$ cat src/rtl/ysyx_23060111_lsu.sv
// Load/store unit: turns one execute-stage request into a valid/ready bus transaction.
// Min latency start->done is 3 cycles (1 for rejected requests); each bus wait cycle adds one.
module ysyx_23060111_lsu (
  input  logic        clk,
  input  logic        rst,
  input  logic        start,
  input  logic        m_ren,
  input  logic [31:0] m_raddr,
  input  logic        m_wen,
  input  logic [31:0] m_waddr,
  input  logic [31:0] m_wdata,
  input  logic [31:0] m_wmask,
  output logic [31:0] m_rdata,
  output logic        busy,
  output logic        done,
  output logic        err,
  output logic [31:0] araddr,
  output logic        arvalid,
  input  logic        arready,
  input  logic [31:0] rdata,
  input  logic        rvalid,
  output logic        rready,
  output logic [31:0] waddr,
  output logic [31:0] wdata,
  output logic [3:0]  wstrb,
  output logic        wvalid,
  input  logic        wready,
  input  logic        bvalid,
  output logic        bready
);

  typedef enum logic [2:0] {
    IDLE  = 3'd0,
    RADDR = 3'd1,
    RDATA = 3'd2,
    WREQ  = 3'd3,
    WRESP = 3'd4,
    FIN   = 3'd5
  } state_e;

  state_e      state_q, state_d;
  logic [31:0] addr_q, addr_d;
  logic [31:0] wdat_q, wdat_d;
  logic [3:0]  strb_q, strb_d;
  logic        err_q, err_d;
  logic [31:0] rdata_q, rdata_d;

  logic        req_err;
  logic [3:0]  req_strb;
  logic [4:0]  byte_sh;

  assign byte_sh = {addr_q[1:0], 3'b000};

  // Loads fetch the containing word and shift it down, so only stores are alignment-checked.
  always_comb begin
    req_err  = 1'b0;
    req_strb = 4'b0000;
    unique case (m_wmask)
      32'd1:   req_strb = 4'b0001;
      32'd2:   req_strb = 4'b0011;
      32'd4:   req_strb = 4'b1111;
      default: req_strb = 4'b0000;
    endcase
    if (m_ren && m_wen) begin
      req_err = 1'b1;
    end else if (m_wen) begin
      unique case (m_wmask)
        32'd1:   req_err = 1'b0;
        32'd2:   req_err = m_waddr[0];
        32'd4:   req_err = |m_waddr[1:0];
        default: req_err = 1'b1;
      endcase
    end else if (!m_ren) begin
      req_err = 1'b1;
    end
  end

  always_comb begin
    state_d = state_q;
    addr_d  = addr_q;
    wdat_d  = wdat_q;
    strb_d  = strb_q;
    err_d   = err_q;
    rdata_d = rdata_q;
    unique case (state_q)
      IDLE: begin
        if (start) begin
          addr_d = m_ren ? m_raddr : m_waddr;
          wdat_d = m_wdata;
          strb_d = req_strb;
          err_d  = req_err;
          if (req_err)    state_d = FIN;
          else if (m_ren) state_d = RADDR;
          else            state_d = WREQ;
        end
      end
      RADDR: if (arready) state_d = RDATA;
      RDATA: begin
        if (rvalid) begin
          rdata_d = rdata >> byte_sh;
          state_d = FIN;
        end
      end
      WREQ:  if (wready) state_d = WRESP;
      WRESP: if (bvalid) state_d = FIN;
      FIN:   state_d = IDLE;
      default: state_d = IDLE;
    endcase
  end

  always_ff @(posedge clk) begin
    if (rst) begin
      state_q <= IDLE;
      addr_q  <= 32'h0;
      wdat_q  <= 32'h0;
      strb_q  <= 4'h0;
      err_q   <= 1'b0;
      rdata_q <= 32'h0;
    end else begin
      state_q <= state_d;
      addr_q  <= addr_d;
      wdat_q  <= wdat_d;
      strb_q  <= strb_d;
      err_q   <= err_d;
      rdata_q <= rdata_d;
    end
  end

  assign busy    = (state_q != IDLE);
  assign done    = (state_q == FIN);
  assign err     = done & err_q;
  assign m_rdata = rdata_q;

  // Bus outputs are forced to zero outside their own state so idle/reset values are clean.
  assign arvalid = (state_q == RADDR);
  assign araddr  = arvalid ? {addr_q[31:2], 2'b00} : 32'h0;
  assign rready  = (state_q == RDATA);
  assign wvalid  = (state_q == WREQ);
  assign waddr   = wvalid ? {addr_q[31:2], 2'b00} : 32'h0;
  assign wdata   = wvalid ? (wdat_q << byte_sh) : 32'h0;
  assign wstrb   = wvalid ? (strb_q << addr_q[1:0]) : 4'h0;
  assign bready  = (state_q == WRESP);

endmodule
$ cat config.mk
export PLATFORM = sky130hd
export DESIGN_NAME = ysyx_23060111_lsu
export DESIGN_NICKNAME = d
export VERILOG_FILES = /design/src/rtl/ysyx_23060111_lsu.sv
export SDC_FILE = /design/constraint.sdc
export NUM_CORES = 1
export LEC_CHECK = 0
export CELL_PAD_IN_SITES_DETAIL_PLACEMENT = 0
export CELL_PAD_IN_SITES_GLOBAL_PLACEMENT = 1
export CORE_UTILIZATION = 29
export DETAILED_ROUTE_END_ITERATION = 7
export HOLD_SLACK_MARGIN = 0.06
export PLACE_DENSITY = 0.86
export SYNTH_ARGS = -nofsm -noshare
export SYNTH_HDL_FRONTEND = slang
export SYNTH_SLANG_ARGS = --single-unit
$ cat constraint.sdc
create_clock -name clk -period 4.3 [get_ports clk]
set_input_delay 0.86 -clock clk [delete_from_list [all_inputs] [get_ports clk]]
set_output_delay 0.86 -clock clk [all_outputs]
set_load 0.1 [all_outputs]
==> reports/qor.csv, run 1 <==
stage;metric;value;unit
setup_path;rrSetupSlack;2.09;ns
global_route;grt-ovfl-total;0;
place;placed_area;9220;µm²
finish;post-route-util;50.3;%
sta;rsz0062_at_grt;no;
sta;fmax;285;MHz
sta;maxSlewHeadroom;29.8;%
global_route;grt_util_met2;32.3;%
yosys;ys_types;46;
global_route;grt_most_used_layer;met2;
yosys;synth_area;5640;µm²
cts;clock-root-buffer;clkbuf_16;
place;dp_slack;1.19;ns
global_route;grt_usage;18.9;%
setup_path;end_kind;output port;
global_route;antenna_found_initial;0;
yosys;ys_warn_count;0;
cts;cts_hold_buf;0;
floorplan;floorplan.initialDensity;29.9;%
sta;finClkSkew;0.0106;ns
status;outcome;completed;
floorplan;die_area;20000;µm²
setup_path;reg2reg_from;state_q[2];
sta;final.period_utilization;81.5;%
sta;setup_viol;0;
global_route;grt_pass1_vias;5715;
worst_hold_path;hold_class;flip-flop to flip-flop;
cts;cts_inserted_buffers;9;
detailed_routing;totalWireLength;19.1;mm
finish;syn_to_final_growth;68.4;%
yosys;syn_inst;723;
worst_hold_path;min_to;m_rdata[31];
detailed_routing;vias;5939;
power;ir_worst_vdd;0.163;mV
place;port_buffers;303;
sta;finalMaxSlewViolations;0;
detailed_routing;drt-initial-drc-count;241;
yosys;synth_async_sr_flop_share;0;%
yosys;syn_area_per_cell;7.80;µm²
sta;worstMarginPinSlew;1.05;ns
cts;worstSkewPairLatency;0.36;ns
floorplan;die_h;141;µm
finish;n_antenna_cell;0;
setup_path;start_kind;flip-flop;
place;place_hpwl;14.0;mm
floorplan;fp.coreArea;18900;µm²
setup_path;path_max_fanout;19;
yosys;synth_seq_area_share;36.5;%
finish;drive_gt1_share;15.7;%
global_route;use_met1;22.6;%
global_route;grt.met3_usage;5.67;%
yosys;synth_enable_flop_cells;0;
yosys;yosys_register_bits;103;
detailed_routing;wl_per_cell;15.3;µm
finish;stdcell_count;1246;
sta;hold_viol_final;0;
detailed_routing;dr.pass1.iters;4;
cts;cts_max_level;3;
sta;period_minus_slack;3.50;ns
detailed_routing;drc;0;
cts;clkSinkCount;103;
finish;stdcell_area;9510;µm²
sta;fin_tns_setup;0;ns
cts;cts_resized;0;
power;power;2.79;mW
setup_path;rr_endpoint;strb_q[0];
yosys;synth_flop_cell;dfxtp_1;
sta;worst_slack;0.795;ns
cts;clk_pin_slew_worst_paths;0.08;ns
setup_path;cp.arrival;2.64;ns
finish;nets;1150;
power;powerDensity;294;nW/µm²
sta;whs;0.452;ns
power;p_leak;3.56;nW
cts;cts_tree;built;
setup_path;critPathKind;flip-flop to output port;
worst_hold_path;min_path_cells;2;
place;dp.cells;1230;
cts;cts_setup_buffers;0;
floorplan;die_w;141;µm
flow_run;maxCapViolCount;0;
detailed_routing;vias_per_cell;4.77;
setup_path;worstRegToRegCells;4;
floorplan;ioPinCount;308;
floorplan;row_count;50;
global_route;grt_max_degree;62;
setup_path;cp.required;3.44;ns
detailed_routing;ant_nets;0;
place;gp_congestion;0.814;
global_route;grt_first_pass_wirelength;29.7;mm
cts;cts.path.max_buffers;2;
worst_hold_path;worstHoldStart;m_rdata[31];
==> critical path, stage by stage, from the launching register on <==
cell      delay, ns
dfxtp_1        0.62
nand3b_1       0.12
buf_4          0.23
inv_1          0.10
nand2b_1       0.24
nor2_1         0.51
and2_1         0.27
buf_12         0.19
==> synthesized netlist by cell type (3+ instances only) <==
cell type | count | share of area (%)
dfxtp_1 | 103 | 37
nor3_1 | 10 | 0.89
a211oi_1 | 57 | 7.6
mux2_2 | 8 | 1.6
nand2_1 | 94 | 6.3
nor4_1 | 5 | 0.55
nand3_1 | 11 | 0.98
inv_1 | 3 | 0.20
o211ai_1 | 8 | 1.1
buf_4 | 4 | 0.53
nor2_1 | 92 | 6.1
buf_2 | 10 | 0.89
and2_1 | 71 | 7.9
nor3b_1 | 4 | 0.53
mux2i_1 | 67 | 12
nor2b_1 | 10 | 1.1
clkbuf_1 | 51 | 3.4
o21ai_0 | 5 | 0.44
buf_1 | 4 | 0.27
a21oi_1 | 76 | 6.7
==> cell type report <==
type,count,area (µm²)
fillers,1840,9390
well taps,260,325
flip-flops and latches,103,2060
repair buffers,313,3460
clock buffers,9,225
multi-input cells,551,3360
clock inverters,7,58.8
inverters,3,11.3
==> worst max-delay path by stage <==
stage	from	slack [ns]	to	depth (start not counted)
floorplan	addr_q[0]	0.01	wdata[27]	5
global placement	state_q[0]	1.27	wstrb[0]	7
detailed placement	state_q[0]	1.19	wstrb[0]	7
CTS	state_q[0]	0.78	wstrb[0]	7
global route	state_q[0]	0.50	wstrb[0]	7
finish	state_q[1]	0.80	wstrb[0]	7
==> where the power goes <==
part | internal [mW] | total [mW] | switching, mW
sequential | 1.03 | 1.10 | 0.0695
combinational | 0.339 | 0.877 | 0.538
clock | 0.405 | 0.816 | 0.411
total | 1.77 | 2.79 | 1.02
==> state kept, by name, summed over array words and instances (netlist names) <==
name and flops:
strb_q 3, state_q 3, addr_q 32, err_q 1, m_rdata 32, wdat_q 32
==> layer usage <==
| metal | vias up | routed length (µm) |
|---|---|---|
| met5 | - | 0 |
| met4 | 0 | 381 |
| met3 | 23 | 1440 |
| met2 | 219 | 9170 |
| met1 | 2699 | 8100 |
| li1 | 2998 | - |
==> cell usage in the layout, fill, tap and decap left out, types with 2 or more instances in the layout <==
master / count
clkdlybuf4s50_1: 201
dfxtp_1: 101
nand2_1: 94
nor2_1: 92
a21oi_1: 76
and2_1: 71
mux2i_1: 67
buf_4: 62
a211oi_1: 50
buf_12: 49
nand3_1: 11
nor3_1: 10
nor2b_1: 9
clkbuf_16: 9
a211oi_2: 8
mux2_2: 8
o211ai_1: 8
nor4_1: 5
o21ai_0: 5
conb_1: 4
inv_6: 4
inv_1: 3
nor3b_1: 3
nand3b_1: 2
nand2b_1: 2
or4_1: 2
o41ai_1: 2
dfxtp_2: 2
==> cell families (layout without fill, tap and decap cells) <==
logic type | count (synthesis) | in the layout | share of synthesized area, %
buffers and inverters | 72 | 332 | 5.28
muxes | 75 | 75 | 13.5
DFF | 103 | 103 | 36.5
AOI/OAI and AO/OA | 155 | 155 | 17.3
other | 1 | 4 | 0.0665
and+or+nand+nor | 315 | 315 | 27.1
xor gates and xnor gates | 2 | 2 | 0.310
Power figures use the tool's default switching activity.
==> run 2, diff against run 1 <==
CORE_UTILIZATION = 24   (was 29)
PLACE_DENSITY = 0.76   (was 0.86)
clock period = 3.06 ns   (was 4.3 ns; I/O delays follow)
==> reports/qor.csv, run 2 (synthesized netlist as in run 1, its figures left out) <==
stage;metric;value;unit;change
status;outcome;completed;;
global_route;antenna_found_initial;1;;+1
floorplan;floorplan.initialDensity;24.7;%;-5.2 points
setup_path;cp_slowest_cell;nor2_1;;
finish;final_common_cell;clkdlybuf4s50_1;;
floorplan;die_area;24100;µm²;+21%
global_route;grt-ovfl-total;0;;unchanged
detailed_routing;ant_nets;0;;unchanged
cts;cts_hold_buf;0;;unchanged
sta;rsz0062_at_grt;no;;
global_route;grt_max_degree;61;;-1.6%
sta;fmax;358;MHz;
cts;clk_pin_slew_worst_paths;0.07;ns;about the same
sta;setup_viol;0;;unchanged
setup_path;end_kind;output port;;
finish;drive_gt1_share;21.8;%;+6.1 points
detailed_routing;vias;5966;;+0.45%
sta;hold_viol_final;0;;unchanged
cts;clock-root-buffer;clkbuf_16;;
cts;cts_tree;built;;
floorplan;die_w;155;µm;+9.8%
cts;clkSinkCount;103;;unchanged
setup_path;start_kind;flip-flop;;
place;port_buffers;303;;unchanged
power;p_leak;3.82;nW;+7.5%
place;gp_congestion;0.748;;-8.1%
finish;fill_cells;2276;;+24%
setup_path;max_stage_delay;0.53;ns;-0.09 ns
finish;nets;1158;;+0.70%
sta;period_minus_slack;2.79;ns;
setup_path;cp.required;2.45;ns;-0.99 ns
power;ir_worst_vdd;0.193;mV;+18%
detailed_routing;dr.pass1.iters;4;;unchanged
global_route;grt_pass1_vias;5934;;+3.8%
cts;cts_inserted_buffers;9;;unchanged
worst_hold_path;hold_class;flip-flop to flip-flop;;
sta;whs;0.450;ns;-0.00150 ns
place;placed_area;9990;µm²;+8.4%
finish;most-common-layout-cells;clkdlybuf4s50_1, dfxtp_1, buf_12;;
detailed_routing;totalWireLength;21.2;mm;+11%
floorplan;die_h;155;µm;+9.8%
detailed_routing;drt-initial-drc-count;180;;-25%
setup_path;cp.arrival;2.18;ns;-0.46 ns
floorplan;row_count;55;;+10%
power;power;4.10;mW;+47%
cts;cts_setup_buffers;0;;unchanged
cts;cts_resized;0;;unchanged
sta;worstMarginPinSlew;0.748;ns;-0.301 ns
detailed_routing;vias_per_cell;4.56;;-4.3%
place;dp_slack;0.363;ns;-0.827 ns
sta;finClkSkew;0.0102;ns;-0.000394 ns
place;place_hpwl;15.8;mm;+12%
global_route;grt_usage;17.6;%;-1.4 points
setup_path;critPathKind;flip-flop to output port;;
cts;cts.path.max_buffers;2;;unchanged
sta;worst_slack;0.267;ns;-0.528 ns
detailed_routing;drc;0;;unchanged
cts;worstSkewPairLatency;0.35;ns;about the same
finish;stdcell_area;10300;µm²;+8.3%
setup_path;path_max_fanout;12;;-7
floorplan;fp.coreArea;22800;µm²;+21%
sta;maxSlewHeadroom;50.1;%;+20 points
floorplan;ioPinCount;308;;unchanged
cts;cts_max_level;3;;unchanged
detailed_routing;wl_per_cell;16.2;µm;+5.9%
setup_path;cp_cell_sequence;buf_4 -> nand3b_1 -> inv_1 -> nand2b_1 -> nor2_1 -> and2_1 -> buf_12;;
sta;final.period_utilization;91.3;%;
power;powerDensity;399;nW/µm²;+36%
sta;finalMaxSlewViolations;0;;unchanged
flow_run;maxCapViolCount;0;;unchanged
finish;syn_to_final_growth;82.5;%;
global_route;grt_first_pass_wirelength;32.6;mm;+9.9%
==> run 2: cell count changes in the layout (fill, tap and decap cells not counted), moves of 3 or more <==
| cell | change |
|---|---|
| nor2_2 | +17 |
| buf_4 | -8 |
| clkdlybuf4s50_1 | -35 |
| buf_12 | +51 |
| a211oi_4 | +4 |
| inv_6 | -3 |
| nor2_1 | -17 |
==> run 2: per-stage QoR <==
| stage | setup TNS [ns] | util, % | instances |
|---|---|---|---|
| 2_1_floorplan | -0.487 | - | 726 |
| 3_3_place_gp | 0 | 43.7 | 1291 |
| 3_5_place_dp | 0 | 43.7 | 1291 |
| 4_1_cts | 0 | 45.1 | 1307 |
| 5_1_grt | 0 | 45.1 | 1308 |
| 6_report | 0 | 45.1 | 1308 |
==> run 2: per-layer routing <==
layer	track usage [%]	part of all wire, %	vias up
met4	4.86	1.6	0
met2	31.3	51	205
met5	0	0	-
li1	-	-	3026
met3	5.18	7.0	19
met1	20.3	41	2716
==> run 2: power by group <==
| part | total (mW) | switching (mW) | leakage [nW] | internal [mW] |
|---|---|---|---|---|
| combinational | 1.35 | 0.796 | 2.84 | 0.549 |
| clock | 1.21 | 0.544 | 0.143 | 0.663 |
| sequential | 1.55 | 0.103 | 0.843 | 1.45 |
==> run 2: path summary, 6_finish.rpt <==
kind	start	endpoint	slack, ns	cells past startpoint
max	state_q[2]	wstrb[0]	0.27	7
min	m_rdata[29]	m_rdata[29]	0.45	2
max reg2reg	state_q[2]	strb_q[2]	1.03	4
min reg2reg	m_rdata[29]	m_rdata[29]	0.45	2
==> run 2: critical path: cells and delay by family (launching register included) <==
family | cells | cell delay [ns]
AND/OR/NAND/NOR | 4 | 1.08
buffers and inverters | 3 | 0.45
flip-flops | 1 | 0.30
==> run 2: cell type report <==
class	count	area [µm²]	area share, %
timing repair buffer	321	4070	39.6
clock inverter	4	55.1	0.535
tap	313	392	3.80
clock buffer	12	246	2.39
multi-input combinational	551	3450	33.5
inverter	3	11.3	0.109
antenna	1	2.50	0.0243
sequential	103	2070	20.1
